[src/rtl/ifetch_stage.sv]
// Instruction-fetch front end: owns the fetch PC, drives the 1-cycle-latency imem
// and hands {pc, instr} to IF/ID through a 2-entry valid/ready buffer.
module ifetch_stage #(
  parameter int                XLEN          = 64,
  parameter int                IM_DEPTH      = 2048,
  parameter int                IM_ADDR_WIDTH = $clog2(IM_DEPTH),
  parameter int                IM_DATA_WIDTH = 32,
  parameter logic [XLEN-1:0]   RESET_PC      = '0
) (
  input  logic                     clk,
  input  logic                     rst_n,
  output logic [IM_ADDR_WIDTH-1:0] o_im_addr,
  input  logic [IM_DATA_WIDTH-1:0] i_im_rdata,
  input  logic                     i_redirect,
  input  logic [XLEN-1:0]          i_redirect_pc,
  output logic                     o_valid,
  input  logic                     i_ready,
  output logic [IM_DATA_WIDTH-1:0] o_instr,
  output logic [XLEN-1:0]          o_pc,
  output logic                     o_misaligned
);

  logic [XLEN-1:0]          pc_q;
  logic [XLEN-1:0]          inflight_pc;
  logic                     inflight;
  logic [1:0]               count;
  logic [XLEN-1:0]          buf_pc    [2];
  logic [IM_DATA_WIDTH-1:0] buf_instr [2];

  logic       pop;
  logic       push;
  logic       issue;
  logic [2:0] occupancy;

  assign pop  = o_valid & i_ready;
  assign push = inflight & ~i_redirect;

  // Credit rule: buffered + in flight after this cycle's pop must leave room for one more.
  assign occupancy = {1'b0, count} + {2'b00, inflight} - {2'b00, pop};
  assign issue     = ~i_redirect & (occupancy < 3'd2);

  assign o_im_addr    = pc_q[IM_ADDR_WIDTH+1:2];
  assign o_valid      = (count != 2'd0);
  assign o_instr      = buf_instr[0];
  assign o_pc         = buf_pc[0];
  assign o_misaligned = |buf_pc[0][1:0];

  // NOTE: sequential state is written with non-blocking (<=) so every register
  // samples pre-edge values, independent of statement order.
  always_ff @(posedge clk or negedge rst_n) begin
    if (!rst_n) begin
      pc_q        <= RESET_PC;
      inflight    <= 1'b0;
      inflight_pc <= '0;
    end else if (i_redirect) begin
      pc_q     <= i_redirect_pc;
      inflight <= 1'b0;
    end else if (issue) begin
      inflight    <= 1'b1;
      inflight_pc <= pc_q;
      pc_q        <= pc_q + XLEN'(4);
    end else begin
      inflight <= 1'b0;
    end
  end

  // Shift-style FIFO: slot 0 is always the head, so outputs come straight from flops.
  // NOTE: the two buffer slots are reset because slot 0 drives the outputs,
  // which must read zero out of reset; a larger storage array would not be.
  always_ff @(posedge clk or negedge rst_n) begin
    if (!rst_n) begin
      count <= 2'd0;
      for (int i = 0; i < 2; i++) begin
        buf_pc[i]    <= '0;
        buf_instr[i] <= '0;
      end
    end else if (i_redirect) begin
      count <= 2'd0;
    end else begin
      case ({push, pop})
        2'b10: begin
          buf_pc[count[0]]    <= inflight_pc;
          buf_instr[count[0]] <= i_im_rdata;
          count               <= count + 2'd1;
        end
        2'b01: begin
          buf_pc[0]    <= buf_pc[1];
          buf_instr[0] <= buf_instr[1];
          count        <= count - 2'd1;
        end
        2'b11: begin
          if (count == 2'd1) begin
            buf_pc[0]    <= inflight_pc;
            buf_instr[0] <= i_im_rdata;
          end else begin
            buf_pc[0]    <= buf_pc[1];
            buf_instr[0] <= buf_instr[1];
            buf_pc[1]    <= inflight_pc;
            buf_instr[1] <= i_im_rdata;
          end
        end
        default: ;
      endcase
    end
  end

  a_count_bound: assert property (@(posedge clk) disable iff (!rst_n) count <= 2'd2);

endmodule

[config.mk]
export PLATFORM = sky130hd
export DESIGN_NAME = ifetch_stage
export DESIGN_NICKNAME = d
export VERILOG_FILES = /design/src/rtl/ifetch_stage.sv
export SDC_FILE = /design/constraint.sdc
export NUM_CORES = 1
export LEC_CHECK = 0
export ABC_AREA = 1
export CAP_MARGIN = 10
export CORE_MARGIN = 2
export CORE_UTILIZATION = 55
export CTS_CLUSTER_DIAMETER = 120
export DETAILED_ROUTE_END_ITERATION = 16
export GPL_ROUTABILITY_DRIVEN = 0
export PLACE_DENSITY = 0.87
export SYNTH_ARGS = -nofsm -noshare
export SYNTH_HDL_FRONTEND = slang
export SYNTH_SLANG_ARGS = --single-unit
[constraint.sdc]
create_clock -name clk -period 8 [get_ports clk]
set_input_delay 1.6 -clock clk [delete_from_list [all_inputs] [get_ports clk]]
set_output_delay 1.6 -clock clk [all_outputs]
set_load 0.01 [all_outputs]
==> run_results.csv, run 1 <==
group,metric,value,unit
die,die_area,33510,um^2
global_routing,grt_pass1_wl,79230,um
place,dp_slack,2.626,ns
clocking,cts.path.max_buffers,3,
power_and_ir_drop,vdd_drop_max,0.1883,mV
global_routing,antenna_found_initial,1,
setup_path,rr_worst_depth,14,
setup_path,cp_top_family,"simple AND/OR/NAND/NOR gates",
drt,vias_per_cell,5.843,
power_and_ir_drop,p_leak,9.362,nW
die,coreArea,31560,um^2
global_routing,grt_pass1_vias,15250,
sta,worstMarginPinSlew,1.237,ns
setup_path,path_class,"primary input to flop",
setup_path,cp.arrival,5.50,ns
logic_synthesis,synthFlopType,"dfrtp_1",
final_layout,final_common_cell,"nand2_1",
logic_synthesis,synth_top_family_by_area,"simple AND/OR/NAND/NOR gates",
setup_path,cp.depth,12,
min_path,min_to,"o_pc[30]$_DFFE_PN0P_",
setup_path,critPathSlowestCell,"nor2_4",
sta,setup_viol_count_final,0,
drt,wire_per_inst,17.65,um
sta,min_period,5.047,ns
power_and_ir_drop,pwr_density_cell,370.3,nW/um^2
global_routing,grt_usage,0.2922,
global_routing,grt-ovfl-total,0,
clocking,cts_buffers,34,
sta,hold_violations,0,
final_layout,fin_nets,2469,
min_path,holdPathStages,2,
drt,drc,0,
power_and_ir_drop,power.total,7.463,mW
die,rows,65,
logic_synthesis,syn_nets,2442,
min_path,hold_start,"o_pc[30]$_DFFE_PN0P_",
setup_path,cp-end-kind,"flop",
setup_path,reg2reg_slack,3.61,ns
min_path,hold_class,"flop to flop",
final_layout,multiInputGateArea,7221,um^2
sta,fmax,0.1981,GHz
setup_path,crit_path_max_incr_delay,0.75,ns
setup_path,timing.rr.start,"count[1]$_DFFE_PN0P_",
clocking,htree_levels,2,
clocking,clkSinkCount,323,
drt,routed_wl,49240,um
logic_synthesis,synth_simple_gate_area_frac,0.2540,
logic_synthesis,synth_compound_area_frac,0.1446,
sta,rsz0062_at_grt,"false",
setup_path,cp.required,8.45,ns
final_layout,fin_area,20160,um^2
drt,vias,16300,
logic_synthesis,syn_area_per_cell,7.550,um^2
final_layout,final_cell_mix,"nand2_1, dfrtp_1, inv_1",
setup_path,critPathLaunchType,"primary input",
sta,whs,0.4776,ns
final_layout,register_area,8083,um^2
setup_path,critPathMaxFanout,57,
final_layout,syn_to_final_growth,14.30,%
logic_synthesis,synth-xor-area-share,0.003973,
drt,antenna_left,0,
setup_path,path_common_cell,"nand3b_1",
logic_synthesis,async_reset_ff_frac,1.000,
sta,clock_skew,0.03069,ns
logic_synthesis,yosysSeqAreaShare,0.4583,
die,die_y,183.1,um
logic_synthesis,synth_edf_count,0,
flow_run,timing.max_cap.violations,0,
logic_synthesis,synthAdderAreaFrac,0.004683,
logic_synthesis,yosys_register_bits,323,
global_routing,grt_max_degree,194,
logic_synthesis,yosysWarnings,0,
logic_synthesis,synth_area,17640,um^2
logic_synthesis,synth.distinct_cells,36,
drt,drt_pass1_iterations,6,
sta,setup_ws,2.953,ns
drt,drtIter0Drc,2387,
clocking,ctsHoldBuffers,0,
setup_path,crit_chain,"clkdlybuf4s50_1 > nand2_4 > inv_1 > ha_1 > nor2_1 > fa_1 > nand3b_1 > nor2_4 > buf_12 > nand2_1 > o21bai_1 > nand3b_1",
final_layout,final_cells,2790,
sta,min_period_over_period,0.6309,
place,dp_cells,2729,
setup_path,rr_endpoint,"pc_q[34]$_DFFE_PN0P_",
logic_synthesis,synthCells,2336,
place,dpl.hpwl,32550,um
clocking,path_clk_slew,0.06,ns
setup_path,crit_buf_inv,3,
clocking,cts_resized,0,
die,initial_core_util,0.5589,
clocking,cts_setup_buffers,0,
die,die_x,183.1,um
place,dpl_cell_area,19010,um^2
final_layout,post-route-util,0.6388,
sta,tns,0,ns
sta,relSlewSlack,0.1722,
logic_synthesis,synthMuxAreaShare,0,
clocking,cts_tree,"yes",
sta,slew_violations,0,
final_layout,drive_above_1_share,0.04902,
final_layout,nFillCells,2559,
clocking,clkLatencyLatePin,0.53,ns
die,pin_count,209,
place,portBuffers,208,
clocking,root_buffer,"clkbuf_16",
status,status,"finished clean",
-- state kept, by name, indices dropped and copies added, names as in the netlist --
| register | flops |
|---|---|
| buf_pc | 64 |
| inflight_pc | 64 |
| o_pc | 64 |
| pc_q | 64 |
| buf_instr | 32 |
| o_instr | 32 |
| count | 2 |
| inflight | 1 |
-- power by group --
group	leakage (nW)	internal, mW	total, mW	switching, mW
Sequential	4.13	2.31	2.92	0.604
Combinational	4.68	1.08	2.92	1.83
Clock	0.556	0.976	1.63	0.654
-- cells by family (layout without fill, tap and decap cells) --
logic type	after synthesis	count (layout)
other	0	1
AOI/OAI and AO/OA	463	463
adders and majority gates	6	6
DFF	323	323
buffers and inverters	493	544
xor gates and xnor gates	8	8
and+or+nand+nor	1043	1043
-- worst min-delay path: stages (launching register included) --
cell	delay [ns]
dfrtp_1	0.34
nand2_1	0.05
nand2_1	0.05
-- final cells by class --
| type | instances | share of cell area |
|---|---|---|
| sequential | 323 | 0.4010 |
| multi-input combinational | 1520 | 0.3582 |
| timing repair buffer | 224 | 0.1105 |
| clock buffer | 55 | 0.05276 |
| inverter | 260 | 0.04842 |
| tap | 402 | 0.02495 |
| clock inverter | 5 | 0.004035 |
| antenna | 1 | 0.0001241 |
-- metal layers --
layer,vias to the layer above,part of all wire,track usage
li1,7518,-,-
met1,7652,0.41,0.4130
met2,969,0.45,0.4511
met3,164,0.11,0.05600
met4,0,0.038,0.1062
met5,-,0,0
-- worst max-delay path by stage --
stage	startpoint	endpoint	slack (ns)
6_report	i_ready	pc_q[34]$_DFFE_PN0P_	2.95
5_1_grt	i_ready	pc_q[36]$_DFFE_PN0P_	2.72
4_1_cts	i_ready	pc_q[34]$_DFFE_PN0P_	3.06
3_5_place_dp	i_ready	pc_q[34]$_DFFE_PN0P_	2.63
3_3_place_gp	i_ready	pc_q[40]$_DFFE_PN0P_	2.71
2_1_floorplan	i_ready	inflight_pc[40]$_DFFE_PN0P_	4.45
-- synth_stat cells (2+ instances only) --
cell type | n | share of area
nand2_1 | 576 | 0.12
dfrtp_1 | 323 | 0.46
inv_1 | 254 | 0.054
nor2_1 | 192 | 0.041
nand3_1 | 182 | 0.052
o21ai_1 | 129 | 0.037
a21oi_1 | 124 | 0.035
o21ai_0 | 124 | 0.035
buf_4 | 119 | 0.051
o211ai_1 | 66 | 0.028
buf_2 | 59 | 0.017
clkbuf_1 | 51 | 0.011
nand4_1 | 36 | 0.013
nand2_2 | 12 | 0.0043
nand3b_1 | 11 | 0.0047
nor2_2 | 11 | 0.0039
o21bai_1 | 11 | 0.0047
nor2_4 | 9 | 0.0057
xor2_1 | 7 | 0.0035
nor3_1 | 6 | 0.0017
ha_1 | 5 | 0.0035
inv_2 | 5 | 0.0011
nand2_4 | 5 | 0.0032
buf_1 | 4 | 0.00085
nor2_8 | 2 | 0.0023
o21a_1 | 2 | 0.00085
o221ai_1 | 2 | 0.00099
Power figures use the tool's default switching activity.
==> run 2: changes to the inputs <==
==> constraint.sdc (replaced) <==
create_clock -name clk -period 4.8 [get_ports clk]
set_input_delay 0.96 -clock clk [delete_from_list [all_inputs] [get_ports clk]]
set_output_delay 0.96 -clock clk [all_outputs]
set_load 0.01 [all_outputs]
==> run 2 against run 1 <==
Net effect: non-clock buffer count increased by 8; die area unchanged; register-to-register slack got worse by 2.3 ns; sequential power increased by 68%; utilization increased by 0.15 points; final area increased by 0.24%; clock power increased by 60%; first-iteration DRC count decreased by 21%; worst hold slack got worse by 0.0070 ns; flip-flop and latch count unchanged.
==> run_results.csv, run 2 (same netlist as run 1, synthesis figures left out) <==
group,metric,value,unit
global_routing,grt_pass1_vias,15450,
die,initial_core_util,0.5589,
global_routing,grt_max_degree,105,
clocking,cts_tree,"yes",
place,dp_cells,2737,
final_layout,final_cell_mix,"nand2_1, dfrtp_1, inv_1",
drt,wire_per_inst,17.69,um
flow_run,timing.max_cap.violations,0,
setup_path,rr_worst_depth,13,
place,portBuffers,208,
final_layout,nFillCells,2557,
clocking,clkSinkCount,323,
drt,antenna_left,0,
global_routing,grt-ovfl-total,0,
sta,rsz0062_at_grt,"false",
setup_path,cp_top_family,"simple AND/OR/NAND/NOR gates",
clocking,cts_resized,0,
clocking,cts_setup_buffers,0,
setup_path,path_class,"primary input to flop",
clocking,ctsHoldBuffers,0,
global_routing,antenna_found_initial,1,
place,dpl.hpwl,32970,um
sta,clock_skew,0.01092,ns
drt,drt_pass1_iterations,6,
die,die_y,183.1,um
drt,vias,16120,
sta,setup_viol_count_final,0,
power_and_ir_drop,vdd_drop_max,0.3261,mV
final_layout,final_cells,2794,
power_and_ir_drop,pwr_density_cell,616.4,nW/um^2
setup_path,crit_path_max_incr_delay,0.51,ns
status,status,"finished clean",
setup_path,critPathMaxFanout,28,
setup_path,cp.arrival,4.04,ns
sta,worstMarginPinSlew,1.195,ns
die,die_area,33510,um^2
sta,relSlewSlack,0.2025,
setup_path,reg2reg_slack,1.33,ns
final_layout,final_common_cell,"nand2_1",
clocking,cts.path.max_buffers,3,
drt,vias_per_cell,5.770,
final_layout,fin_nets,2478,
setup_path,cp.depth,12,
sta,min_period,3.595,ns
clocking,cts_buffers,35,
clocking,root_buffer,"clkbuf_16",
setup_path,cp-end-kind,"flop",
sta,tns,0,ns
drt,drc,0,
sta,hold_violations,0,
final_layout,syn_to_final_growth,14.57,%
final_layout,drive_above_1_share,0.05309,
clocking,clkLatencyLatePin,0.51,ns
setup_path,crit_buf_inv,3,
setup_path,crit_chain,"clkdlybuf4s50_1 > nand2_4 > inv_1 > ha_1 > nor2_1 > fa_1 > nand3b_1 > nor2_4 > buf_12 > nand2_1 > o21bai_1 > nand3_1",
die,coreArea,31560,um^2
die,die_x,183.1,um
setup_path,critPathLaunchType,"primary input",
die,rows,65,
die,pin_count,209,
sta,fmax,0.2782,GHz
global_routing,grt_pass1_wl,80120,um
global_routing,grt_usage,0.2964,
sta,slew_violations,0,
power_and_ir_drop,p_leak,9.408,nW
drt,drtIter0Drc,1891,
setup_path,cp.required,5.25,ns
clocking,path_clk_slew,0.06,ns
clocking,htree_levels,2,
sta,min_period_over_period,0.7489,
min_path,hold_class,"primary input to asynchronous set/reset pin",
setup_path,critPathSlowestCell,"clkdlybuf4s50_1",
final_layout,diodes,0,
drt,routed_wl,49440,um
==> run 2: cell count changes in the layout (fill, tap and decap cells not counted), sizes merged <==
cell and delta:
buf +8, clkbuf -8, clkinv +7, bufinv -1, clkinvlp -1, diode -1
==> run 2: final timing paths <==
kind                                       from                    to
min in group clk            o_pc[4]$_DFFE_PN0P_   o_pc[4]$_DFFE_PN0P_
max in group asynchronous                 rst_n  pc_q[45]$_DFFE_PN0P_
min                                       rst_n   pc_q[5]$_DFFE_PN0P_
min reg2reg                 o_pc[4]$_DFFE_PN0P_   o_pc[4]$_DFFE_PN0P_
max reg2reg                count[1]$_DFFE_PN0P_  o_pc[34]$_DFFE_PN0P_
max                                     i_ready  pc_q[43]$_DFFE_PN0P_
==> run 2: through the flow <==
stage / setup slack (ns) / hold WS, ns / instance area [um^2] / util / total power [mW]
after floorplan: 1.742 / 0.4422 / 17640 / - / 8.106
after detailed placement: 0.7641 / 0.4665 / 19120 / 0.6059 / 9.675
after CTS: 1.270 / 0.4819 / 20210 / 0.6403 / 12.35
final: 1.205 / 0.4706 / 20210 / 0.6403 / 12.46
after global placement: 0.8020 / 0.4566 / 19120 / 0.6059 / 9.447
after global routing: 1.061 / 0.5019 / 20210 / 0.6403 / 13.22
==> run 2: where the power goes <==
group	internal, mW	leakage, nW	switching [mW]
Sequential	3.86	4.13	1.06
Clock	1.52	0.542	1.08
Combinational	1.85	4.74	3.09
Total	7.23	9.41	5.23
==> run 2: per-layer routing <==
layer | track usage | up-vias | wire length [um]
met2 | 0.4541 | 940 | 22010
met3 | 0.06414 | 151 | 5499
met1 | 0.4150 | 7533 | 20020
li1 | - | 7496 | -
met4 | 0.1130 | 2 | 1892
met5 | 0 | - | 12
==> run 2: worst register-to-register path, stage by stage (launching register included) <==
cell      delay (ns)
dfrtp_1         0.41
inv_2           0.14
ha_1            0.20
inv_2           0.07
nand2_4         0.06
buf_4           0.42
buf_4           0.73
ha_1            0.28
nor2_1          0.07
o21ai_4         0.14
buf_12          0.38
a21oi_1         0.17
o211ai_1        0.18
nand2_1         0.08
==> run 2: final cells by class <==
| class | instances | area (um^2) | area share |
|---|---|---|---|
| sequential | 323 | 8083 | 0.4000 |
| timing repair buffer | 232 | 2337 | 0.1157 |
| clock inverter | 10 | 82.58 | 0.004087 |
| tap | 402 | 503.0 | 0.02489 |
| multi-input combinational | 1520 | 7221 | 0.3574 |
| clock buffer | 47 | 1003 | 0.04966 |
| inverter | 260 | 975.9 | 0.04830 |
==> run 3: changes to the inputs <==
==> constraint.sdc (replaced) <==
create_clock -name clk -period 3.6 [get_ports clk]
set_input_delay 0.72 -clock clk [delete_from_list [all_inputs] [get_ports clk]]
set_output_delay 0.72 -clock clk [all_outputs]
set_load 0.01 [all_outputs]
==> run 3 against run 2 <==
Net effect: die area unchanged; non-clock buffer count increased by 12; worst hold slack worse by 0.24 ns; flip-flop and latch count unchanged; global-route usage is 0.090 points higher; sequential power is 32% higher; first-iteration DRC count grew 5.8%; routed wire length rose by 0.80%; count of clock-buffer cells in the layout did not move; utilization up 0.86 points; final cell count rose by 0.47%; critical endpoint is now pc_q[32]$_DFFE_PN0P_; highest routed layer is now met4.
==> run_results.csv, run 3 (same netlist as run 1, synthesis figures left out) <==
group,metric,value,unit
status,status,"finished clean",
drt,drc,0,
power_and_ir_drop,p_leak,9.542,nW
min_path,hold_class,"primary input to asynchronous set/reset pin",
sta,hold_violations,0,
die,die_y,183.1,um
clocking,cts_resized,0,
clocking,cts.path.max_buffers,3,
final_layout,final_cells,2807,
place,dpl.hpwl,33130,um
sta,min_period,3.087,ns
drt,antenna_left,0,
global_routing,grt_pass1_vias,15650,
drt,routed_wl,49830,um
clocking,ctsHoldBuffers,0,
power_and_ir_drop,switching_share,0.4113,
power_and_ir_drop,power_switching,6.979,mW
clocking,path_clk_slew,0.06,ns
sta,relSlewSlack,0.2037,
sta,clock_skew,0.01893,ns
global_routing,grt_pass1_wl,80470,um
power_and_ir_drop,power.total,16.97,mW
global_routing,grt-ovfl-total,0,
clocking,root_buffer,"clkbuf_16",
setup_path,critPathMaxFanout,16,
die,coreArea,31560,um^2
setup_path,path_class,"flop to flop",
sta,rsz0062_at_grt,"false",
power_and_ir_drop,clkPwrFrac,0.219,
sta,fmax,0.3240,GHz
global_routing,grt_max_degree,100,
setup_path,cp.required,4.01,ns
place,dpl_cell_area,19310,um^2
final_layout,fin_area,20480,um^2
setup_path,rr_worst_depth,14,
flow_run,timing.max_cap.violations,0,
drt,drt_pass1_iterations,6,
global_routing,grt_usage,0.2973,
sta,slew_violations,0,
sta,min_period_over_period,0.8574,
power_and_ir_drop,pwr_density_cell,828.5,nW/um^2
sta,worstMarginPinSlew,1.194,ns
drt,drtIter0Drc,2001,
final_layout,final_cell_mix,"nand2_1, dfrtp_1, inv_1",
clocking,cts_tree,"yes",
setup_path,cp-end-kind,"flop",
final_layout,drive_above_1_share,0.05821,
final_layout,syn_to_final_growth,16.12,%
setup_path,timing.rr.start,"count[1]$_DFFE_PN0P_",
die,rows,65,
place,portBuffers,208,
sta,setup_viol_count_final,0,
clocking,clkSinkCount,323,
die,die_x,183.1,um
sta,tns,0,ns
final_layout,final_common_cell,"nand2_1",
drt,wire_per_inst,17.75,um
power_and_ir_drop,power_frac_seq,0.382,
drt,vias,16410,
clocking,cts_setup_buffers,0,
power_and_ir_drop,internal_power,9.987,mW
power_and_ir_drop,p_comb_frac,0.398,
power_and_ir_drop,vdd_drop_max,0.3781,mV
place,dp_cells,2749,
final_layout,post-route-util,0.6490,
final_layout,diodes,0,
drt,vias_per_cell,5.846,
final_layout,fin_nets,2490,
setup_path,critPathLaunchType,"flop",
clocking,cts_buffers,35,
setup_path,reg2reg_slack,0.51,ns
die,die_area,33510,um^2
clocking,clkLatencyLatePin,0.53,ns
die,pin_count,209,
clocking,htree_levels,2,
setup_path,cp.arrival,3.49,ns
setup_path,rr_endpoint,"pc_q[32]$_DFFE_PN0P_",
global_routing,antenna_found_initial,0,
die,initial_core_util,0.5589,
run 3: how the worst max path moves through the flow:
stage	from	to	slack, ns	cells after the start
floorplan	count[0]$_DFFE_PN0P_	inflight_pc[40]$_DFFE_PN0P_	0.54	14
global placement	i_ready	pc_q[32]$_DFFE_PN0P_	0.23	12
detailed placement	i_ready	pc_q[32]$_DFFE_PN0P_	0.19	12
CTS	count[1]$_DFFE_PN0P_	pc_q[32]$_DFFE_PN0P_	0.57	14
global route	count[1]$_DFFE_PN0P_	pc_q[32]$_DFFE_PN0P_	0.34	14
finish	count[1]$_DFFE_PN0P_	pc_q[32]$_DFFE_PN0P_	0.51	14
run 3: power by group through the flow:
| stage | Combinational [mW] | Clock (mW) | Sequential (mW) |
|---|---|---|---|
| after floorplan | 4.77 | 0 | 6.04 |
| after global placement | 6.33 | 0 | 6.37 |
| after detailed placement | 6.57 | 0 | 6.46 |
| after CTS | 6.66 | 3.74 | 6.43 |
| after global routing | 7.48 | 3.89 | 6.65 |
| final | 6.76 | 3.72 | 6.49 |
run 3: layer usage:
metal	global-route usage	vias to the layer above	share of wire
li1	-	7549	-
met1	0.4133	7701	0.40
met2	0.4629	998	0.46
met3	0.06076	162	0.11
met4	0.1107	0	0.038
met5	0	-	0
run 3: critical path, cell delays in order, from the launching register on:
cell and delay, ns:
dfrtp_1 0.40, inv_2 0.12, ha_1 0.24, inv_2 0.08, nand2_4 0.08, inv_1 0.06, ha_1 0.26, nor2_1 0.13
fa_1 0.46, nand3b_1 0.30, nand2_1 0.19, inv_1 0.29, nand2_1 0.15, nand2_1 0.05, nand3b_1 0.14
run 3: final cells by class:
type | count | area, um^2
clock buffer | 47 | 1003
clock inverter | 11 | 165.2
fill | 2477 | 11080
inverter | 260 | 975.9
multi-input combinational | 1520 | 7221
sequential | 323 | 8083
tap | 402 | 503.0
timing repair buffer | 244 | 2527
run 3: through the flow:
| stage | worst slack, ns | hold slack, ns |
|---|---|---|
| 3_3_place_gp | 0.2348 | 0.4564 |
| 5_1_grt | 0.3393 | 0.2783 |
| 4_1_cts | 0.5655 | 0.2612 |
| 6_report | 0.5135 | 0.2291 |
| 3_5_place_dp | 0.1897 | 0.4674 |
| 2_1_floorplan | 0.5418 | 0.4244 |
